### config.mk
export PLATFORM = sky130hd
export DESIGN_NAME = coherence_bus_arbiter
export DESIGN_NICKNAME = d
export VERILOG_FILES = /design/src/rtl/coherence_bus_arbiter_pkg.sv /design/src/rtl/coherence_bus_arbiter_rr_arbiter.sv /design/src/rtl/coherence_bus_arbiter.sv
export SDC_FILE = /design/constraint.sdc
export NUM_CORES = 1
export LEC_CHECK = 0
export ABC_AREA = 1
export CAP_MARGIN = 20
export CORE_AREA = 2 2 280 282
export CTS_BUF_LIST = sky130_fd_sc_hd__clkbuf_16
export CTS_CLUSTER_SIZE = 25
export DETAILED_ROUTE_END_ITERATION = 10
export DIE_AREA = 0 0 282 284
export DONT_BUFFER_PORTS = 1
export SKIP_LAST_GASP = 1
export SLEW_MARGIN = 20
export SYNTH_ARGS = -nofsm -noshare
export SYNTH_HDL_FRONTEND = slang
export SYNTH_HIERARCHICAL = 1
export SYNTH_SLANG_ARGS = --single-unit
### constraint.sdc
create_clock -name i_clk -period 16.23 [get_ports i_clk]
set_clock_uncertainty 0.15 [all_clocks]
set_input_delay 4.869 -clock i_clk [delete_from_list [all_inputs] [get_ports i_clk]]
set_output_delay 4.869 -clock i_clk [all_outputs]
set_load 0.01 [all_outputs]
### src/rtl/coherence_bus_arbiter_pkg.sv
// coherence_bus_arbiter_pkg: shared bus op, cache state and arbiter FSM types
package coherence_bus_arbiter_pkg;
  typedef enum logic [1:0] {INVALID = 2'd0, SHARED = 2'd1, EXCLUSIVE = 2'd2, MODIFIED = 2'd3} cache_state_e;
  typedef enum logic [1:0] {BUS_RD = 2'd0, BUS_RDX = 2'd1, BUS_UPGR = 2'd2} bus_op_e;
  typedef enum logic [2:0] {IDLE, SNOOP, RESP, FLUSH, WB, MEMRD, DONE} arb_state_e;
  function automatic bus_op_e decode_op(input logic [1:0] op);
    return op == 2'd2 ? BUS_UPGR : op == 2'd1 ? BUS_RDX : BUS_RD;
  endfunction
endpackage

### src/rtl/coherence_bus_arbiter_rr_arbiter.sv
// rr_arbiter: combinational round-robin grant, first requester at/after ptr wins
module rr_arbiter
  import coherence_bus_arbiter_pkg::*;
#(
  parameter int N = 4
) (
  input  logic [N-1:0]         i_req,
  input  logic [$clog2(N)-1:0] i_ptr,
  output logic [N-1:0]         o_gnt
);
  localparam int PW = $clog2(N);
  logic [N-1:0]  w_rot;
  logic [PW-1:0] w_first;
  logic [PW:0]   w_sum;
  // rotate requests so ptr sits at bit 0, pick the lowest, rotate the index back
  always_comb begin
    w_rot = N'({i_req, i_req} >> i_ptr);
    w_first = '0;
    for (int k = N - 1; k >= 0; k--) w_first = w_rot[k] ? PW'(k) : w_first;
    w_sum = {1'b0, i_ptr} + {1'b0, w_first};
    o_gnt = (|i_req) ? N'(1) << (w_sum >= (PW+1)'(N) ? w_sum - (PW+1)'(N) : w_sum) : '0;
  end
endmodule

### src/rtl/coherence_bus_arbiter.sv
// coherence_bus_arbiter: MESI snooping-bus controller; COH_ARB_PERF_EN adds perf counters
module coherence_bus_arbiter
  import coherence_bus_arbiter_pkg::*;
#(
  parameter int NUM_CACHES = 4,
  parameter int ADDR_W     = 28,
  parameter int BLOCK_W    = 128
) (
  input  logic                         i_clk,
  input  logic                         i_reset,
  input  logic [NUM_CACHES-1:0]        i_req,
  input  logic [2*NUM_CACHES-1:0]      i_req_op,
  input  logic [ADDR_W*NUM_CACHES-1:0] i_req_addr,
  output logic [NUM_CACHES-1:0]        o_gnt,
  output logic                         o_snoop_valid,
  output logic [1:0]                   o_snoop_op,
  output logic [ADDR_W-1:0]            o_snoop_addr,
  output logic [NUM_CACHES-1:0]        o_snoop_src,
  input  logic [NUM_CACHES-1:0]        i_snoop_hit,
  input  logic [NUM_CACHES-1:0]        i_snoop_dirty,
  input  logic                         i_flush_valid,
  input  logic [BLOCK_W-1:0]           i_flush_data,
  output logic                         o_mem_req,
  output logic                         o_mem_we,
  output logic [ADDR_W-1:0]            o_mem_addr,
  output logic [BLOCK_W-1:0]           o_mem_wdata,
  input  logic                         i_mem_ack,
  input  logic [BLOCK_W-1:0]           i_mem_rdata,
  output logic [NUM_CACHES-1:0]        o_done,
  output logic [1:0]                   o_done_state,
  output logic [BLOCK_W-1:0]           o_done_data
`ifdef COH_ARB_PERF_EN
  ,
  output logic [31:0]                  o_perf_txn,
  output logic [31:0]                  o_perf_flush,
  output logic [31:0]                  o_perf_c2c_hit
`endif
);
  localparam int PW = $clog2(NUM_CACHES);
  arb_state_e              r_state;
  bus_op_e                 r_op, r_snoop_op;
  cache_state_e            r_fill, r_done_state, w_fill;
  logic [ADDR_W-1:0]       r_addr, r_snoop_addr, r_mem_addr;
  logic [NUM_CACHES-1:0]   r_gnt, r_done, w_arb, w_hit, w_dirty;
  logic [PW-1:0]           r_ptr, r_idx, w_arb_idx, w_ptr_nxt;
  logic                    r_snoop_valid, r_mem_req, r_mem_we;
  logic [BLOCK_W-1:0]      r_mem_wdata, r_done_data;

  rr_arbiter #(.N(NUM_CACHES)) u_rr (.i_req(i_req), .i_ptr(r_ptr), .o_gnt(w_arb));

  // one-hot winner to index for operand selection and pointer advance
  always_comb begin
    w_arb_idx = '0;
    for (int i = 0; i < NUM_CACHES; i++) w_arb_idx = w_arb[i] ? PW'(i) : w_arb_idx;
  end

  assign w_hit     = i_snoop_hit & ~r_gnt;
  assign w_dirty   = i_snoop_dirty & ~r_gnt;
  assign w_fill    = r_op != BUS_RD ? MODIFIED : (|w_hit) ? SHARED : EXCLUSIVE;
  assign w_ptr_nxt = r_idx == PW'(NUM_CACHES - 1) ? '0 : r_idx + PW'(1);

  // transaction sequencer; r_snoop_valid doubles as the wait for the response cycle
  always_ff @(posedge i_clk or posedge i_reset) begin
    if (i_reset) begin
      r_state <= IDLE;
      r_op <= BUS_RD;
      r_snoop_op <= BUS_RD;
      r_fill <= INVALID;
      r_done_state <= INVALID;
      r_addr <= '0;
      r_snoop_addr <= '0;
      r_mem_addr <= '0;
      r_gnt <= '0;
      r_done <= '0;
      r_ptr <= '0;
      r_idx <= '0;
      r_snoop_valid <= 1'b0;
      r_mem_req <= 1'b0;
      r_mem_we <= 1'b0;
      r_mem_wdata <= '0;
      r_done_data <= '0;
    end else begin
      case (r_state)
        IDLE: if (|i_req) begin
          r_gnt <= w_arb;
          r_idx <= w_arb_idx;
          r_op <= decode_op(i_req_op[2*w_arb_idx +: 2]);
          r_addr <= i_req_addr[ADDR_W*w_arb_idx +: ADDR_W];
          r_state <= SNOOP;
        end
        SNOOP: begin
          r_snoop_valid <= 1'b1;
          r_snoop_op <= r_op;
          r_snoop_addr <= r_addr;
          r_state <= RESP;
        end
        RESP: if (r_snoop_valid) r_snoop_valid <= 1'b0;
        else begin
          r_fill <= w_fill;
          if (r_op == BUS_UPGR) begin
            r_done <= r_gnt;
            r_gnt <= '0;
            r_done_state <= MODIFIED;
            r_state <= DONE;
          end else if (|w_dirty) r_state <= FLUSH;
          else begin
            r_mem_req <= 1'b1;
            r_mem_we <= 1'b0;
            r_mem_addr <= r_addr;
            r_state <= MEMRD;
          end
        end
        FLUSH: if (i_flush_valid) begin
          r_mem_req <= 1'b1;
          r_mem_we <= 1'b1;
          r_mem_addr <= r_addr;
          r_mem_wdata <= i_flush_data;
          r_state <= WB;
        end
        WB: if (i_mem_ack) begin
          r_mem_req <= 1'b0;
          r_mem_we <= 1'b0;
          r_done <= r_gnt;
          r_gnt <= '0;
          r_done_state <= r_fill;
          r_done_data <= r_mem_wdata;
          r_state <= DONE;
        end
        MEMRD: if (i_mem_ack) begin
          r_mem_req <= 1'b0;
          r_done <= r_gnt;
          r_gnt <= '0;
          r_done_state <= r_fill;
          r_done_data <= i_mem_rdata;
          r_state <= DONE;
        end
        DONE: begin
          r_done <= '0;
          r_ptr <= w_ptr_nxt;
          r_state <= IDLE;
        end
        default: r_state <= IDLE;
      endcase
    end
  end

  assign o_gnt         = r_gnt;
  assign o_snoop_valid = r_snoop_valid;
  assign o_snoop_op    = r_snoop_op;
  assign o_snoop_addr  = r_snoop_addr;
  assign o_snoop_src   = r_gnt;
  assign o_mem_req     = r_mem_req;
  assign o_mem_we      = r_mem_we;
  assign o_mem_addr    = r_mem_addr;
  assign o_mem_wdata   = r_mem_wdata;
  assign o_done        = r_done;
  assign o_done_state  = r_done_state;
  assign o_done_data   = r_done_data;

  a_single_owner: assert property (@(posedge i_clk) disable iff (i_reset)
    (r_state == RESP && !r_snoop_valid) |-> $onehot0(w_dirty));

`ifdef COH_ARB_PERF_EN
  logic [31:0] r_perf_txn, r_perf_flush, r_perf_c2c;
  // saturating event counters for completions, owner flushes and cache-to-cache read hits
  always_ff @(posedge i_clk or posedge i_reset) begin
    if (i_reset) begin
      r_perf_txn <= '0;
      r_perf_flush <= '0;
      r_perf_c2c <= '0;
    end else begin
      if (r_state == DONE && ~&r_perf_txn) r_perf_txn <= r_perf_txn + 32'd1;
      if (r_state == FLUSH && i_flush_valid && ~&r_perf_flush) r_perf_flush <= r_perf_flush + 32'd1;
      if (r_state == RESP && !r_snoop_valid && r_op == BUS_RD && (|w_hit) && ~&r_perf_c2c) r_perf_c2c <= r_perf_c2c + 32'd1;
    end
  end
  assign o_perf_txn     = r_perf_txn;
  assign o_perf_flush   = r_perf_flush;
  assign o_perf_c2c_hit = r_perf_c2c;
`endif
endmodule
== After elaboration in Yosys (flattened, before gate mapping) ==
Cells that the tools add are included.
Storage, ports and cells
  register bits after elaboration: 366
  output and inout bits: 331
  input port bits: 392
Operators by class
  bitwise gates (word level): 4
  $mul: 1
  shift-type cells: 4
  mux-type cells: 53
  order comparisons: 1
  reductions and logical operators: 25
  equality and inequality tests: 19
  $add $sub $neg: 3
Operators by type and width (count)
  $mux W128: 2
  $pmux W128 S2: 1
  $mux W28: 4
  $shiftx A112 B8 Y28: 1
  $pmux W28 S2: 1
  $mux W4: 8
  $mux W2: 13
  $pmux W4 S3: 2
  $mux W3: 7
  $ne A2 B2 Y1 const B: 8
  $pmux W3 S5: 1
  $reduce_and A4 Y1: 3
  $reduce_and A6 Y1: 2
  $reduce_bool A3 Y1: 4
  $reduce_or A4 Y1: 3
  $mux W1: 10
  $reduce_and A5 Y1: 2
  $reduce_bool A2 Y1: 5
  $eq A3 B3 Y1 const B: 3
  $and A4 B4 Y4: 2
  $shiftx A8 B4 Y2: 1
  $shr A8 B2 Y4: 1
  $eq A2 B2 Y1 const B: 3
  $eq A3 B2 Y1 const B: 2
  18 further kinds: 21

== Logic depth before layout (Yosys ltp) ==
  depth after elaboration: 17
  gate-level depth with buffers: 20
  gate-level depth less buffers: 20

== Modules after synthesis ==
Netlist, hierarchy kept.
By module, submodules not included
  coherence_bus_arbiter: instances 1, area each 16597.2 µm², cells each 2002, sequential area each 9158.8 µm²
  rr_arbiter: instances 1, area each 219.0 µm², cells each 44, sequential area each 0.0 µm²

== Worst setup path before layout ==
No wires, ideal clock.
  kind: in2reg
  start: in i_req[1]
  end: reg r_op[0]
  required time: 15963 ps
  arrival time: 6817 ps
  stages on the path: 19
  path slack: 9146 ps
  path through: nand2_1 > nand3_1 > nand2_1 > nand3_1 > a21boi_0 > ha_1 > xnor2_1 > inv_1 > nand2_4 > nand2_2 > nor2_1 > nand2_1 > nand2_1 > clkbuf_1 > nand2_1 > nand3_1 > nand2_1 > nand3_1 > nand2_1
On the way
  word-level cells in the longest chain between the ends: 17
Ends and longest elaborated chain
  from (decl): line coherence_bus_arbiter.sv:11  | input logic [NUM_CACHES-1:0] i_req,
  $shr A8 B2 Y4: line coherence_bus_arbiter_rr_arbiter.sv:17  | w_rot = N'({i_req, i_req} >> i_ptr);
  $mux W2 (4 in series): line coherence_bus_arbiter_rr_arbiter.sv:19  | for (int k = N - 1; k >= 0; k--) w_first = w_rot[k] ? PW'(k) : w_first;
  $add A2 B2 Y3: line coherence_bus_arbiter_rr_arbiter.sv:20  | w_sum = {1'b0, i_ptr} + {1'b0, w_first};
  $sub A3 B3 Y3 / $ge A3 B3 Y1 (equally long branches): line coherence_bus_arbiter_rr_arbiter.sv:21  | o_gnt = (|i_req) ? N'(1) << (w_sum >= (PW+1)'(N) ? w_sum - (PW+1)'(N) : w_sum) : '0;
  $mux W3: line coherence_bus_arbiter_rr_arbiter.sv:21
  $shl A1 B3 Y4: line coherence_bus_arbiter_rr_arbiter.sv:21
  $mux W4 (*): line coherence_bus_arbiter_rr_arbiter.sv:21
  via w_arb[1]: line coherence_bus_arbiter.sv:44  | logic [NUM_CACHES-1:0] r_gnt, r_done, w_arb, w_hit, w_dirty;
  $mux W1 (*): line coherence_bus_arbiter.sv:54  | for (int i = 0; i < NUM_CACHES; i++) w_arb_idx = w_arb[i] ? PW'(i) : w_arb_idx;
  $mux W2 (*) (2 in series): line coherence_bus_arbiter.sv:54
  $shiftx A8 B4 Y2 (*): line coherence_bus_arbiter.sv:87  | r_op <= decode_op(i_req_op[2*w_arb_idx +: 2]);
  $eq A2 B1 Y1: line coherence_bus_arbiter_pkg.sv:7  | return op == 2'd2 ? BUS_UPGR : op == 2'd1 ? BUS_RDX : BUS_RD;
  $mux W1: line coherence_bus_arbiter_pkg.sv:7
  $mux W2 (*): line coherence_bus_arbiter_pkg.sv:7
  to (signal assigned): line coherence_bus_arbiter.sv:87
  to (decl): line coherence_bus_arbiter.sv:41  | bus_op_e r_op, r_snoop_op;
Mark *: on every way through the listed nets, which the timed path passes. The rest lies on a longest branch.
A chain may end at the register's enable or synchronous reset.

== Worst setup path after layout ==
  start: in i_req[1]
  end: reg r_addr[5]
RTL lines
  $shr A8 B2 Y4: line coherence_bus_arbiter_rr_arbiter.sv:17
  $mux W2 (4 in series): line coherence_bus_arbiter_rr_arbiter.sv:19
  $add A2 B2 Y3: line coherence_bus_arbiter_rr_arbiter.sv:20
  $sub A3 B3 Y3 / $ge A3 B3 Y1 (equally long branches): line coherence_bus_arbiter_rr_arbiter.sv:21
  $mux W3: line coherence_bus_arbiter_rr_arbiter.sv:21
  $shl A1 B3 Y4: line coherence_bus_arbiter_rr_arbiter.sv:21
  $mux W4 (*): line coherence_bus_arbiter_rr_arbiter.sv:21
  via w_arb[3]: line coherence_bus_arbiter.sv:44
  $mux W2 (*): line coherence_bus_arbiter.sv:54
  $mul A3 B2 Y5 (*): line coherence_bus_arbiter.sv:88  | r_addr <= i_req_addr[ADDR_W*w_arb_idx +: ADDR_W];
  $shiftx A112 B8 Y28 (*): line coherence_bus_arbiter.sv:88
  to (signal assigned): line coherence_bus_arbiter.sv:88
  to (decl): line coherence_bus_arbiter.sv:43  | logic [ADDR_W-1:0] r_addr, r_snoop_addr, r_mem_addr;
Marks and branches as above.

==> out/metrics.cfg <==
[logic_synthesis]
postSynthAreaPerCell_sq_um=8.22
synth_area_leaders=dfrtp_1, nand2_1, o211ai_1, o21ai_0, nor2_1
synth.most_common_cell=nand2_1
async_reset_ff_share_pct=100
synth_area_leader_cell=dfrtp_1
synthCells=2046
yosysSeqAreaShare_pct=54.5
synth-edff-count=0
ys_ff_latch=366
synth_common_cells=nand2_1, dfrtp_1, nor2_1
synthDominantCellAreaShare_pct=54.5
synth_cell_types=29
syn_area_sq_um=16800
ys.flop_type=dfrtp_1
yosysWarnings=6
synth_nets=2440

[power_and_ir_drop]
p_per_area_nw_per_um2=244
pwr-share-clk_pct=19.4
p_leak_nw=9.23
seqPwrFrac_pct=42.8
power_switching_mw=2.24
intPower_mw=2.37
p_sw_share_pct=48.6
combPwrFrac_pct=37.7
vdd_drop_max_v=0.000221

[timing]
worstMarginPinSlew_ns=1.04
fin_ws_ns=8.30
setup-violations-final=0
rsz0062_at_grt=no
finalHoldViolations=0
min_period_over_period_pct=48.8
fmax_mhz=126
timing.final.crit_period_ns=7.93
final-max-slew-violation-count=0
slew_headroom_pct=30.6
fin_setup_tns_ns=0

[global_routing]
grt_pass1_wl_microns=95300
grt_antenna_before_repair=20
gr-total-overflow=0
grt_pass1_vias=13800
grt_max_degree=128
track_usage_pct=15.9

[cells_and_area]
layout.cells.non_filler=3063
syn2layout_area_growth_pct=12.4
layout-drive-gt1-share_pct=5.04
nets=2365

[critical_path]
crit_top_cell=nand2_1
worstPathRequired_ns=16.59
slowest_stage=inv_1
crit_chain=nand2_1 -> nand3_1 -> nand2_1 -> nand3_1 -> a21boi_0 -> ha_1 -> xnor2_1 -> inv_1 -> nand2_4 -> a21oi_1 -> inv_2 -> nand2_1 -> inv_1 -> nor2_1 -> o22ai_1 -> nand2_1 -> nand2_1
cpPeakStageDelay_ns=0.90
r2r_cells=18
critPathMaxFanout=37
reg2reg_slack_ns=12.04
path_class=in -> reg
start_kind=input pin
setup.worst_path.end_class=register
arrival_ns=8.28

[clocking]
root_buffer=clkbuf_16
clk_pin_slew_ns=0.06
cts_tree=done
cts_buffers=43
insertion_delay_ns=0.57
cts_hold_buf=0
cts_buffer_depth=3
ctsResizeCount=0
htreeDepth=2
postCtsSetupBuffers=0
cts.sinks=366

[floorplanning]
rows=102
die_w_microns=282
initial_core_util_pct=21.9
ios=723
die_area_sq_um=80100
die_h_microns=284
core-area_sq_um=77000

[placed_design]
place_congestion=0.893
pre_cts_ws_ns=7.82
port_buffers=0
dp_hpwl_microns=50000
placedCellCount=2966

[min_path]
min_path_cells=2
hp-class=reg -> reg

[detailed_routing]
viasPerCell=4.67
routed_wirelength_microns=67300
drtIter0Drc=1004
ant_nets=0
vias=14300
wl_per_cell_microns=22.0
drc=0
drt_pre_antenna_iters=6

[flow_run]
cap_violations=0

[status]
status=completed

==> kinds of logic after synthesis <==
kind of cell               count (synthesis)  synth area share [%]
DFF                                      366                  54.5
xor gates and xnor gates                   1                0.0521
adders and majority gates                  2                 0.149
buffers and inverters                    309                  8.21
AOI/OAI and AO/OA                        482                  16.5
and+or+nand+nor                          886                  20.6
==> routing by layer <==
metal | wire length [microns] | track usage [%] | vias up
met3 | 6580 | 4.76 | 144
met2 | 31700 | 26.4 | 800
met1 | 24900 | 17.8 | 6858
met4 | 4110 | 9.71 | 0
li1 | - | - | 6505
met5 | 0 | 0 | -
==> cell usage in the layout, fill, tap and decap left out <==
master,netlist,final
a21boi_0,1,1
a21oi_1,137,137
buf_12,0,1
buf_4,6,19
buf_8,0,1
clkbuf_16,0,44
clkinv_1,0,14
clkinv_2,1,7
clkinv_8,0,1
dfrtp_1,366,366
diode_2,0,19
ha_1,2,2
inv_1,160,168
inv_2,7,5
inv_4,0,3
inv_6,0,3
inv_8,0,1
nand2_1,594,592
nand2_2,4,4
nand2_4,1,3
nand3_1,54,54
nand3_2,2,2
nand3b_1,2,2
nand4_1,1,1
nor2_1,212,209
nor2_2,2,5
nor2_4,2,2
nor3_1,12,12
o211ai_1,128,128
o21ai_0,186,186
o21bai_1,1,1
o22ai_1,28,28
o31ai_1,1,1
xnor2_1,1,1
==> registers in the layout (all words and copies together), names as in the netlist, 3 cells and up <==
| register | flops |
|---|---|
| r_addr | 28 |
| o_mem_addr | 28 |
| o_snoop_addr | 28 |
| o_gnt | 4 |
| r_state | 3 |
| o_done | 4 |
| o_mem_wdata | 128 |
| o_done_data | 128 |
==> worst max-delay path: cells and delay by family <==
kind | cells | cell delay, ns
adder cells (fa/ha/maj) | 1 | 0.19
buffers and inverters | 3 | 1.46
AO/OA/AOI/OAI | 3 | 0.43
AND/OR/NAND/NOR | 9 | 1.14
XOR/XNOR | 1 | 0.16
==> final timing paths <==
path                          start               to
hold reg to reg             r_op[1]          r_op[1]
min in group asynchronous   i_reset  o_done_data[48]
max in group asynchronous   i_reset  o_done_data[99]
setup reg to reg           r_ptr[0]        r_addr[5]
setup / recovery           i_req[1]        r_addr[5]
hold / removal              r_op[1]          r_op[1]
==> per-stage QoR <==
stage | instance area, sq um | hold slack [ns] | power, mW | utilization [%]
2_1_floorplan | 16800 | 0.299 | 3.11 | -
3_3_place_gp | 17600 | 0.323 | 3.70 | 22.8
3_5_place_dp | 17600 | 0.315 | 3.73 | 22.8
4_1_cts | 18800 | 0.332 | 4.64 | 24.5
5_1_grt | 18900 | 0.386 | 4.96 | 24.5
6_report | 18900 | 0.334 | 4.61 | 24.6
==> cell type report <==
class / count / area, sq um
Antenna cell: 19 / 47.5
Clock buffer: 44 / 1100
Clock inverter: 34 / 163
Fill cell: 8421 / 58100
Inverter: 168 / 647
Multi-Input combinational cell: 1371 / 6300
Sequential cell: 366 / 9160
Tap cell: 1040 / 1300
Timing Repair Buffer: 21 / 178
==> power by group through the flow <==
| stage | logic, mW | clock network, mW | registers, mW |
|---|---|---|---|
| final | 1.74 | 0.895 | 1.97 |
| after global routing | 1.98 | 0.957 | 2.02 |
| after CTS | 1.73 | 0.922 | 1.99 |
| after detailed placement | 1.73 | 0 | 2.00 |
| after global placement | 1.70 | 0 | 2.00 |
| after floorplan | 1.36 | 0 | 1.74 |
Power figures use the tool's default switching activity.
